--- src/rtl/sum_window_acc.sv ---
// rtl/sum_window_acc.sv - windowed accumulator of adder sums with zero count, max and valid/ready result
// Build option: define SUM_WINDOW_ACC_SAT_EN to saturate the accumulator on overflow instead of wrapping.
module sum_window_acc #(
  parameter int W     = 8,
  parameter int N     = 4,
  parameter int ACC_W = 12,
  parameter int CNT_W = 3
) (
  input  logic             clk,
  input  logic             rst_n,
  input  logic             in_valid,
  output logic             in_ready,
  input  logic [W+1:0]     sm_r,
  input  logic             sm_zero_r,
  output logic             out_valid,
  input  logic             out_ready,
  output logic [ACC_W-1:0] acc_out,
  output logic [CNT_W-1:0] zero_cnt,
  output logic [W+1:0]     max_out,
  output logic             ovf
);

  localparam int SC_W = $clog2(N);

  typedef enum logic {
    ACCUM = 1'b0,
    HOLD  = 1'b1
  } state_t;

  state_t            state;
  state_t            state_nxt;
  logic [SC_W-1:0]   sample_cnt;
  logic              last_sample;
  logic              accept;
  logic              consume;
  logic [ACC_W:0]    acc_sum;
  logic              carry;
  logic [ACC_W-1:0]  acc_nxt;

  assign last_sample = (sample_cnt == SC_W'(N - 1));

  always_ff @(posedge clk or negedge rst_n) begin
    if (!rst_n) begin
      state <= ACCUM;
    end else begin
      state <= state_nxt;
    end
  end

  always_comb begin
    state_nxt = state;
    in_ready  = 1'b0;
    out_valid = 1'b0;
    accept    = 1'b0;
    consume   = 1'b0;
    case (state)
      ACCUM: begin
        in_ready = 1'b1;
        accept   = in_valid;
        if (in_valid && last_sample) begin
          state_nxt = HOLD;
        end
      end
      HOLD: begin
        out_valid = 1'b1;
        consume   = out_ready;
        if (out_ready) begin
          state_nxt = ACCUM;
        end
      end
      default: state_nxt = ACCUM;
    endcase
  end

  // One extra bit on the adder exposes the carry out of ACC_W bits.
  always_comb begin
    acc_sum = {1'b0, acc_out} + {{(ACC_W + 1 - (W + 2)){1'b0}}, sm_r};
    carry   = acc_sum[ACC_W];
    acc_nxt = acc_sum[ACC_W-1:0];
`ifdef SUM_WINDOW_ACC_SAT_EN
    if (ovf || carry) begin
      acc_nxt = {ACC_W{1'b1}};
    end
`endif
  end

  always_ff @(posedge clk or negedge rst_n) begin
    if (!rst_n) begin
      sample_cnt <= '0;
      acc_out    <= '0;
      zero_cnt   <= '0;
      max_out    <= '0;
      ovf        <= 1'b0;
    end else if (consume) begin
      acc_out  <= '0;
      zero_cnt <= '0;
      max_out  <= '0;
      ovf      <= 1'b0;
    end else if (accept) begin
      sample_cnt <= last_sample ? '0 : sample_cnt + SC_W'(1);
      acc_out    <= acc_nxt;
      ovf        <= ovf | carry;
      if (sm_zero_r) begin
        zero_cnt <= zero_cnt + CNT_W'(1);
      end
      if (sm_r > max_out) begin
        max_out <= sm_r;
      end
    end
  end

endmodule

--- config.mk ---
export PLATFORM = sky130hd
export DESIGN_NAME = sum_window_acc
export DESIGN_NICKNAME = d
export VERILOG_FILES = /design/src/rtl/sum_window_acc.sv
export SDC_FILE = /design/constraint.sdc
export NUM_CORES = 1
export LEC_CHECK = 0
export BUFFER_PORTS_ARGS = -buffer_cell sky130_fd_sc_hd__buf_4
export CORE_ASPECT_RATIO = 0.6
export CORE_MARGIN = 2
export CORE_UTILIZATION = 40
export CTS_BUF_LIST = sky130_fd_sc_hd__clkbuf_8 sky130_fd_sc_hd__clkbuf_16
export CTS_CLUSTER_SIZE = 12
export DETAILED_ROUTE_END_ITERATION = 8
export GPL_ROUTABILITY_DRIVEN = 0
export PLACE_DENSITY = 0.67
export SLEW_MARGIN = 15
export SYNTH_ARGS = -nofsm -noshare
export SYNTH_HDL_FRONTEND = slang
export SYNTH_SLANG_ARGS = --single-unit
--- constraint.sdc ---
create_clock -name clk -period 2.1 [get_ports clk]
set_clock_uncertainty 0.05 [all_clocks]
set_input_delay 0.42 -clock clk [delete_from_list [all_inputs] [get_ports clk]]
set_output_delay 0.42 -clock clk [all_outputs]
set_load 0.05 [all_outputs]
# Word level (Yosys, flattened, before mapping)
# Index checks and enable logic that the tools add are counted.
# op_classes
eq_ne	1
n_addsub	3
reduce_logical	7
magnitude_cmp	1
mux	18
bitwise	3
# op_table
cell	count
$mux W10	3
$mux W12	2
$add A12 B10 Y13	1
$gt A10 B10 Y1	1
$mux W3	3
$mux W1	8
$reduce_and A2 Y1	3
$reduce_bool A2 Y1	3
$add A3 B1 Y3 const B	1
$add A2 B1 Y2 const B	1
$eq A2 B2 Y1 const B	1
$mux W2	1
$not A1 Y1	2
$pmux W1 S2	1
$logic_and A1 B1 Y1	1
$or A1 B1 Y1	1
# word_totals
regBits	29
inputBits	15
output_inout_bits	28
elab_cells	39

# Longest topological paths before layout
# Gate-level depths: netlist (run 1).
# logic_depth
word_depth	4
ltp_mapped	7
ltp_nobuf	7

# Least setup slack after synthesis (run 1)
# OpenSTA, ideal clock, no wires.
# synth_timing
path_type	register to register
from	reg max_out[9]
to	reg max_out[1]
path_slack_ps	-301
stages_incl_launch_ff	8
path_buffers	0
t_arrival_ps	2227
synth_period_minus_slack_ps	2401
setup_time_ps	125
required_ps	1925
path_cell_list	dfrtp_1 -> inv_1 -> ha_1 -> nand4_1 -> nor3_1 -> a311o_1 -> a31oi_4 -> mux2_2
# synth_between
elab_chain_len	3
# synth_rtl
element	line	text
start, declared	19	output logic [W+1:0] max_out,
start signal, assigned	107	max_out <= sm_r;
$gt A10 B10 Y1	106	if (sm_r > max_out) begin
$reduce_bool A2 Y1 (no line)	-	
$reduce_and A2 Y1 (no line)	-	
# Every way passes these cells.
# A chain may end at the register's enable or synchronous reset.

# Worst setup path after layout (run 1)
# layout_timing
from	reg max_out[6]
to	reg max_out[2]
# The elaborated chain is that of the path after synthesis.

==> flow_summary.toml, run 1 <==
[layout]
stdcell_area_um2 = 2600
antenna_cells = 0
drive_above_1_share_pct = 45.1
syn_to_final_growth_pct = 42.2
final_common_cell = "buf_4"
multiInputGateArea_um2 = 1170
nets = 283
final_cell_mix = "buf_4 (59), dfrtp_1 (18), nor2_1 (16), ha_1 (16), nand2_1 (15)"
regArea_um2 = 739
fillers = 421

[worst_setup_path]
reg2reg_slack_ns = 0.05
crit_arrival_ns = 2.16
path_max_fanout = 9
start_kind = "flop"
cp.required_ns = 2.21
cp-startpoint = "max_out[6]"
worstSetupEndpointType = "flop"
worstSetupEndpoint = "max_out[2]"
regToRegStartpoint = "max_out[6]"
r2r-end = "max_out[2]"
crit_type = "flop to flop"
rr_worst_depth = 8

[logic_synthesis]
synthAdderAreaFrac_pct = 16.1
postSynthAreaPerCell_um2 = 10.1
ys_ff_latch = 29
synth_top_family_by_area = "compound AO/OA/AOI/OAI gates"
yosysWarnings = 0
synth_nets = 219
muxShareOfSynthArea_pct = 7.86
synth_compound_area_share_pct = 17.2
synth-simple-area-share_pct = 12.2
synth_xor_area_share_pct = 3.83
ys_seq_area_share_pct = 39.6
netlist_area_um2 = 1830
synthCells = 181
synth.distinct_cells = 32

[floorplan]
rows = 19
initial_core_util_pct = 40.7
dieArea_um2 = 5150
die_h_um = 56.4
ios = 43
coreArea_um2 = 4490
die_x_um = 91.3

[clock_network]
cts-root-buf = "clkbuf_8"
cts.htree.levels = 2
clock_latency_ns = 0.28
cts_tree = "yes"
cts.path.max_buffers = 2
path_clk_slew_ns = 0.07
cts.sinks = 29
numCtsBuffers = 5
postCtsHoldBufs = 0

[sta]
fmax_mhz = 489
min_period_ns = 2.05
post-route-period-util_pct = 97.4
relSlewSlack_pct = 72.1
hold_viol = 0
slew_violations = 0
setup_viol = 0
rsz0062_at_grt = "true"
worst_slack_ns = 0.0540
worst_slew_pin_slew_ns = 0.418

[drt]
routed_wirelength_um = 4490
avgRoutedWirePerCell_um = 14.5
drtIter0Drc = 88
ant_nets = 0
drtPass1Iterations = 5
drc_errors = 0
vias_per_cell = 5.08
vias = 1569

[hold_path]
hp-class = "input pin to asynchronous set/reset pin"

[run_status]
outcome = "completed"

[global_routing]
grt_pass1_wl_um = 7360
grt-ovfl-total = 0
grt_antenna_before_repair = 0
grt_pass1_vias = 1524
grt_max_degree = 30
track_usage_pct = 18.5

[power]
power.density_nw_per_um2 = 1840
leakagePower_nw = 1.22
finalPower_mw = 4.80
vdd_drop_max_v = 0.000911

[place]
placed_cell_area_um2 = 2470
pre_cts_ws_ns = -0.107
io_buffers = 42
dp.final_hpwl_um = 3390

[flow_run]
drv_cap = 0
metrics by stage:
step | TNS, ns | cells | hold slack [ns] | utilization (%)
after floorplan | -0.319 | 181 | 0.0744 | -
after global placement | -0.572 | 300 | 0.319 | 55.0
after detailed placement | -0.718 | 300 | 0.325 | 55.0
after CTS | 0 | 308 | 0.0171 | 57.4
after global routing | -0.168 | 309 | 0.0326 | 57.9
final | 0 | 309 | 0.00420 | 57.9
how the worst min path moves through the flow:
stage,start,end,slack (ns),cells past startpoint
detailed placement,rst_n,max_out[5],0.32,1
global route,rst_n,max_out[6],0.03,1
CTS,rst_n,max_out[5],0.02,1
floorplan,rst_n,acc_out[0],0.07,0
finish,rst_n,max_out[6],0.004,1
global placement,rst_n,acc_out[6],0.32,1
Yosys cell counts:
master | number | area share [%]
a21o_1 | 2 | 0.82
a311o_1 | 1 | 0.55
nand4_1 | 2 | 0.68
nand3_1 | 3 | 0.82
a22o_1 | 8 | 3.8
ha_1 | 22 | 15
nand3b_1 | 1 | 0.41
a211oi_1 | 3 | 1.2
nand2_1 | 15 | 3.1
nor3_1 | 2 | 0.55
xor2_1 | 3 | 1.4
and3_1 | 4 | 1.4
nor2b_1 | 3 | 1.0
fa_1 | 1 | 1.1
and2_0 | 1 | 0.34
mux2_2 | 11 | 6.8
o21a_1 | 3 | 1.2
a31oi_4 | 1 | 1.2
nor2_1 | 16 | 3.3
o211ai_1 | 3 | 1.2
a21oi_1 | 13 | 3.6
xnor2_1 | 5 | 2.4
nand2b_1 | 2 | 0.68
inv_1 | 12 | 2.5
dfrtp_1 | 29 | 40
o41ai_1 | 1 | 0.48
o21ai_0 | 6 | 1.6
mux2i_1 | 2 | 1.1
o2111ai_1 | 1 | 0.48
a311oi_1 | 1 | 0.48
a32o_1 | 1 | 0.55
clkbuf_1 | 3 | 0.62
layout make-up:
cell class              count  area share, %
multi-input cells         137           45.1
flip-flops and latches     29           28.4
repair buffers             60           17.8
clock buffers               7           3.70
well taps                  63           3.03
inverters                  12           1.73
clock inverters             1          0.192
sequential cells by signal (all words and copies together), names as in the netlist:
name and cells:
max_out 10, state 1, zero_cnt 3, ovf 1
acc_out 12, sample_cnt 2
cell families (layout without fill, tap and decap cells):
group,after synthesis,count (layout)
buffers and inverters,15,80
AO/OA/AOI/OAI,44,44
XOR/XNOR,8,8
AND/OR/NAND/NOR,49,49
flip-flops,29,29
multiplexers,13,13
adder cells (fa/ha/maj),23,23
layer usage:
layer | vias to the layer above | track usage, % | part of all wire (%)
li1 | 783 | - | -
met1 | 732 | 27.0 | 51
met2 | 47 | 27.2 | 42
met3 | 7 | 4.83 | 5.8
met4 | 0 | 4.55 | 1.1
met5 | - | 0 | 0
where the power goes:
| group | switching, mW | total (mW) | internal, mW | leakage [nW] |
|---|---|---|---|---|
| Combinational | 1.89 | 3.21 | 1.31 | 0.826 |
| Clock | 0.216 | 0.512 | 0.296 | 0.0542 |
| Sequential | 0.231 | 1.08 | 0.852 | 0.343 |
critical path, cell delays in order (launching register included):
cell and delay [ns]:
dfrtp_2 0.41, inv_2 0.08, ha_4 0.19, nand4_1 0.15, nor3_2 0.07, a311o_1 0.30
a31oi_4 0.19, buf_12 0.18, mux2_4 0.30
repair_timing:
action                     CTS  global route
setup buffers                0             1
hold endpoints to repair     0             0
setup endpoints to repair    1            13
gates resized for setup      1             4
gates cloned                 0             0
Power figures use the tool's default switching activity.
==> run 2: changes to the inputs <==
--- a/config.mk
+++ b/config.mk
@@ -8,12 +8,12 @@
 export BUFFER_PORTS_ARGS = -buffer_cell sky130_fd_sc_hd__buf_4
 export CORE_ASPECT_RATIO = 0.6
 export CORE_MARGIN = 2
-export CORE_UTILIZATION = 40
+export CORE_UTILIZATION = 57
 export CTS_BUF_LIST = sky130_fd_sc_hd__clkbuf_8 sky130_fd_sc_hd__clkbuf_16
 export CTS_CLUSTER_SIZE = 12
 export DETAILED_ROUTE_END_ITERATION = 8
 export GPL_ROUTABILITY_DRIVEN = 0
-export PLACE_DENSITY = 0.67
+export PLACE_DENSITY = 0.86
 export SLEW_MARGIN = 15
 export SYNTH_ARGS = -nofsm -noshare
 export SYNTH_HDL_FRONTEND = slang
==> constraint.sdc (replaced) <==
create_clock -name clk -period 2.5 [get_ports clk]
set_clock_uncertainty 0.05 [all_clocks]
set_input_delay 0.5 -clock clk [delete_from_list [all_inputs] [get_ports clk]]
set_output_delay 0.5 -clock clk [all_outputs]
set_load 0.05 [all_outputs]
==> run 2 against run 1 <==
  * Via count rose by 1.5%
  * Final cell count fell by 12%
  * Critical path depth fell by 1
  * First-iteration DRC count fell by 19%
  * Non-clock buffer count fell by 15
  * Global-route usage rose by 8.3 points
  * Sequential share of layout area rose by 3.2 points
  * Clock-buffer cell count fell by 1
  * Hold slack improved by 0.072 ns
  * Critical endpoint is now max_out[6]
==> flow_summary.toml, run 2 (synthesis results as in run 1) <==
[layout]
nets = 268
stdcell_area_um2 = 2300
largestRegisters = "acc_out x12, max_out x10, zero_cnt x3"
largest_register = "acc_out"
final_cell_mix = "buf_4 (45), dfrtp_1 (29), ha_1 (22)"
antenna_cells = 0
drive_above_1_share_pct = 27.4
syn_to_final_growth_pct = 25.4
final_common_cell = "buf_4"
largest_register_ffs = 12

[sta]
hold-worst-slack_ns = 0.0759
hold_viol = 0
post-route-period-util_pct = 89.6
fmax_mhz = 447
worst_slew_pin_slew_ns = 0.491
slew_violations = 0
rsz0062_at_grt = "false"
setup_viol = 0
relSlewSlack_pct = 67.1
fin_setup_tns_ns = 0
min_period_ns = 2.24

[worst_setup_path]
crit_type = "flop to flop"
critPathMaxStageDelay_ns = 0.39
crit_arrival_ns = 2.36
worst-path-buf-inv = 1
cpMaxStageDelayCell = "a31oi_4"
crit_chain = "inv_1 -> ha_1 -> nand4_1 -> nor3_1 -> o21ai_0 -> a31oi_4 -> mux2_2"
reg2reg_slack_ns = 0.26
start_kind = "flop"
cp.required_ns = 2.62
path_max_fanout = 10
rr_worst_depth = 7
regToRegStartpoint = "max_out[9]"
r2r-end = "max_out[6]"
critical_path.top_delay_family = "compound AO/OA/AOI/OAI gates"
worstSetupEndpointType = "flop"

[clock_network]
post_cts_buffers = 0
path_clk_slew_ns = 0.06
postCtsHoldBufs = 0
cts-root-buf = "clkbuf_8"
cts_tree = "yes"
clock_latency_ns = 0.28
cts.sinks = 29
cts.htree.levels = 2
cts.path.max_buffers = 2
cts_resized = 0
numCtsBuffers = 5

[drt]
avgRoutedWirePerCell_um = 16.4
drtPass1Iterations = 4
drc_errors = 0
vias_per_cell = 5.86
ant_nets = 0
vias = 1593
routed_wirelength_um = 4470
drtIter0Drc = 71

[floorplan]
die_h_um = 47.9
dieArea_um2 = 3700
rows = 15
ios = 43
initial_core_util_pct = 61.7
die_x_um = 77.2
coreArea_um2 = 2970

[place]
dp.final_hpwl_um = 3430
io_buffers = 42
placed_cell_area_um2 = 2210

[global_routing]
grt_pass1_vias = 1526
grtUsageMet1_pct = 35.4
busiest_layer = "met2"
grt_antenna_before_repair = 0
grt_max_degree = 30
grt_util_met2_pct = 44.9
grt_util_met3_pct = 6.60
track_usage_pct = 26.8
grt-ovfl-total = 0
grt_pass1_wl_um = 7350

[run_status]
outcome = "completed"

[hold_path]
hp-class = "input pin to asynchronous set/reset pin"

[flow_run]
drv_cap = 0
[run 2: worst max path at each step]
stage | start | end | slack [ns] | cells after the start
6_report | max_out[9] | max_out[6] | 0.26 | 7
5_1_grt | max_out[9] | max_out[7] | 0.08 | 7
4_1_cts | max_out[9] | max_out[6] | 0.25 | 7
3_5_place_dp | sm_r[8] | max_out[9] | 0.03 | 7
3_3_place_gp | sm_r[9] | max_out[8] | 0.11 | 7
2_1_floorplan | max_out[9] | max_out[1] | 0.1 | 7
[run 2: through the flow]
step / instances / worst slack [ns] / util [%]
6_report: 272 / 0.261 / 77.4
2_1_floorplan: 181 / 0.0986 / -
3_5_place_dp: 265 / 0.0282 / 74.5
5_1_grt: 272 / 0.0803 / 77.4
3_3_place_gp: 265 / 0.111 / 74.5
4_1_cts: 272 / 0.249 / 77.4
[run 2: area by class of cell]
type                       count  area [µm²]
inverter                      12        45.0
clock inverter                 1        3.75
fill                         205         669
multi-input combinational    137        1050
clock buffer                   6        82.6
sequential                    29         726
tap                           42        52.6
timing repair buffer          45         338
[run 2: layer usage]
layer | vias to the layer above | wire length [µm]
met5 | - | 0
met4 | 0 | 54
met3 | 8 | 348
met2 | 53 | 2080
met1 | 778 | 1980
li1 | 754 | -
[run 2: worst reg2reg max path: cells and delay by family (launching register included)]
kind	cells	cell delay [ns]
compound gates	2	0.60
mux	1	0.39
simple gates	2	0.38
flops	1	0.35
fa+ha+maj	1	0.31
buf+inv	1	0.06
Power of run 2 is not shown: default switching activity piles up to over one toggle a cycle in this logic, so the estimate is an artifact.
==> run 3: changes to the inputs <==
--- a/config.mk
+++ b/config.mk
@@ -5,15 +5,16 @@
 export SDC_FILE = /design/constraint.sdc
 export NUM_CORES = 1
 export LEC_CHECK = 0
+export ABC_AREA = 1
 export BUFFER_PORTS_ARGS = -buffer_cell sky130_fd_sc_hd__buf_4
 export CORE_ASPECT_RATIO = 0.6
 export CORE_MARGIN = 2
-export CORE_UTILIZATION = 57
+export CORE_UTILIZATION = 59
 export CTS_BUF_LIST = sky130_fd_sc_hd__clkbuf_8 sky130_fd_sc_hd__clkbuf_16
 export CTS_CLUSTER_SIZE = 12
 export DETAILED_ROUTE_END_ITERATION = 8
 export GPL_ROUTABILITY_DRIVEN = 0
-export PLACE_DENSITY = 0.86
+export PLACE_DENSITY = 0.87
 export SLEW_MARGIN = 15
 export SYNTH_ARGS = -nofsm -noshare
 export SYNTH_HDL_FRONTEND = slang
==> run 3 against run 2 <==
  * Clock-buffer cell count unchanged
  * Fmax increased by 18%
  * Area after synthesis increased by 12%
  * First-iteration DRC count increased by 90%
  * Die area increased by 7.7%
  * Utilization shrank 0.75 points
  * Critical endpoint is now acc_out[6]
  * Largest cell class unchanged
==> flow_summary.toml, run 3 <==
[sta]
worst_slack_ns = 0.606
slew_violations = 0
hold-worst-slack_ns = 0.0787
fmax_mhz = 528
setup_viol = 0
min_period_ns = 1.89
relSlewSlack_pct = 75.3
fin_setup_tns_ns = 0
rsz0062_at_grt = "false"
hold_viol = 0
worst_slew_pin_slew_ns = 0.371
post-route-period-util_pct = 75.8

[layout]
nets = 363
syn_to_final_growth_pct = 22.7
antenna_cells = 0
final_common_cell = "nand2_1"
largest_register = "acc_out"
regArea_um2 = 726
final_cell_mix = "nand2_1 (91), buf_4 (43), inv_1 (34), nand3_1 (34), dfrtp_1 (29)"
largest_register_ffs = 12
largestRegisters = "acc_out x12, max_out x10, zero_cnt x3"
multiInputGateArea_um2 = 1160
stdcell_area_um2 = 2520
drive_above_1_share_pct = 18.7
fillers = 263

[clock_network]
cts_tree = "yes"
numCtsBuffers = 5
post_cts_buffers = 0
clock_latency_ns = 0.28
postCtsHoldBufs = 0
cts_resized = 0
cts.sinks = 29
cts-root-buf = "clkbuf_8"
cts.htree.levels = 2
cts.path.max_buffers = 2
path_clk_slew_ns = 0.07

[hold_path]
hp-class = "input pin to asynchronous set/reset pin"

[drt]
routed_wirelength_um = 4920
avgRoutedWirePerCell_um = 13.3
drtIter0Drc = 135
vias_per_cell = 5.43
ant_nets = 0
drtPass1Iterations = 5
vias = 2013
drc_errors = 0

[floorplan]
coreArea_um2 = 3280
dieArea_um2 = 3980
die_x_um = 80.1
rows = 16
die_h_um = 49.7
initial_core_util_pct = 62.5
ios = 43

[logic_synthesis]
ys_ff_latch = 29
synthArstFlopShare_pct = 100
postSynthAreaPerCell_um2 = 7.35
synth_top_cells_by_area = "dfrtp_1 (35%), nand2_1 (17%), ha_1 (13%)"
synth_nets = 317
ys_seq_area_share_pct = 35.4
synth_top_flop_cell = "dfrtp_1"
synth.distinct_cells = 31
netlist_area_um2 = 2050
synth_most_common_cell = "nand2_1"
synthCells = 279
yosys-top-cells-count = "nand2_1 (91), nand3_1 (34), inv_1 (33)"
synth-edff-count = 0
yosysWarnings = 0
synth_top_area_share_pct = 35.4
synth_top_area_cell = "dfrtp_1"

[place]
pre_cts_ws_ns = 0.406
dp.final_hpwl_um = 3740
placed_cell_area_um2 = 2400
io_buffers = 42

[flow_run]
drv_cap = 0

[global_routing]
track_usage_pct = 27.2
grt_max_degree = 30
grt_pass1_wl_um = 8290
grt-ovfl-total = 0
grt_pass1_vias = 1760
grt_antenna_before_repair = 0

[power]
leakagePower_nw = 1.43
vdd_drop_max_v = 0.000872
power.density_nw_per_um2 = 1410

[worst_setup_path]
crit_type = "flop to flop"
path_max_fanout = 4
start_kind = "flop"
crit_arrival_ns = 2.01
worstSetupEndpointType = "flop"
cp.required_ns = 2.62

[run_status]
outcome = "completed"
## run 3: final timing paths
path                          startpoint             to  slack [ns]  depth (start not counted)
max in group asynchronous          rst_n    zero_cnt[0]        2.04                          1
max                           acc_out[0]     acc_out[6]        0.61                          8
max reg2reg                   acc_out[0]     acc_out[6]        0.61                          8
min in group clk                 sm_r[5]     max_out[5]        0.43                          3
min reg2reg                sample_cnt[1]  sample_cnt[1]        0.45                          2
min                                rst_n     max_out[8]        0.08                          1
## run 3: worst max-delay path, stage by stage, from the launching register on
cell	delay [ns]
dfrtp_1	0.40
ha_1	0.24
fa_1	0.46
nand3_1	0.11
nand3_2	0.11
nand2_1	0.08
nand2_1	0.07
o21ai_0	0.19
nand2_1	0.07
## run 3: cell type report
cell class / instances / area share, %
clock buffer: 6 / 3.28
clock inverter: 2 / 1.34
inverter: 36 / 5.47
multi-input combinational: 210 / 46.0
sequential: 29 / 28.8
tap: 45 / 2.24
timing repair buffer: 43 / 12.8
## run 3: through the flow
stage                     utilization, %  instances  power [mW]
final                               76.7        371        3.54
after global placement              73.1        363        2.98
after global routing                76.7        371        3.81
after floorplan                        -        279        2.45
after detailed placement            73.1        363        3.03
after CTS                           76.7        371        3.54
## run 3: routing by layer
layer / up-vias / global-route usage (%) / routed length [µm]
met3: 5 / 8.24 / 413
li1: 996 / - / -
met5: - / 0 / 0
met2: 86 / 38.9 / 2040
met1: 926 / 41.6 / 2430
met4: 0 / 3.39 / 26
## run 3: cell families (layout without fill, tap and decap cells)
kind of cell	Yosys count	after routing	synth area share, %
AOI/OAI and AO/OA	31	31	8.72
xor gates and xnor gates	1	1	0.427
and+or+nand+nor	155	155	32.9
buffers and inverters	40	87	8.17
adders and majority gates	23	23	14.4
DFF	29	29	35.4
## run 3: where the power goes
part	leakage [nW]	switching, mW	internal, mW
sequential	0.370	0.180	0.668
clock	0.0626	0.175	0.320
combinational	0.994	1.52	0.685
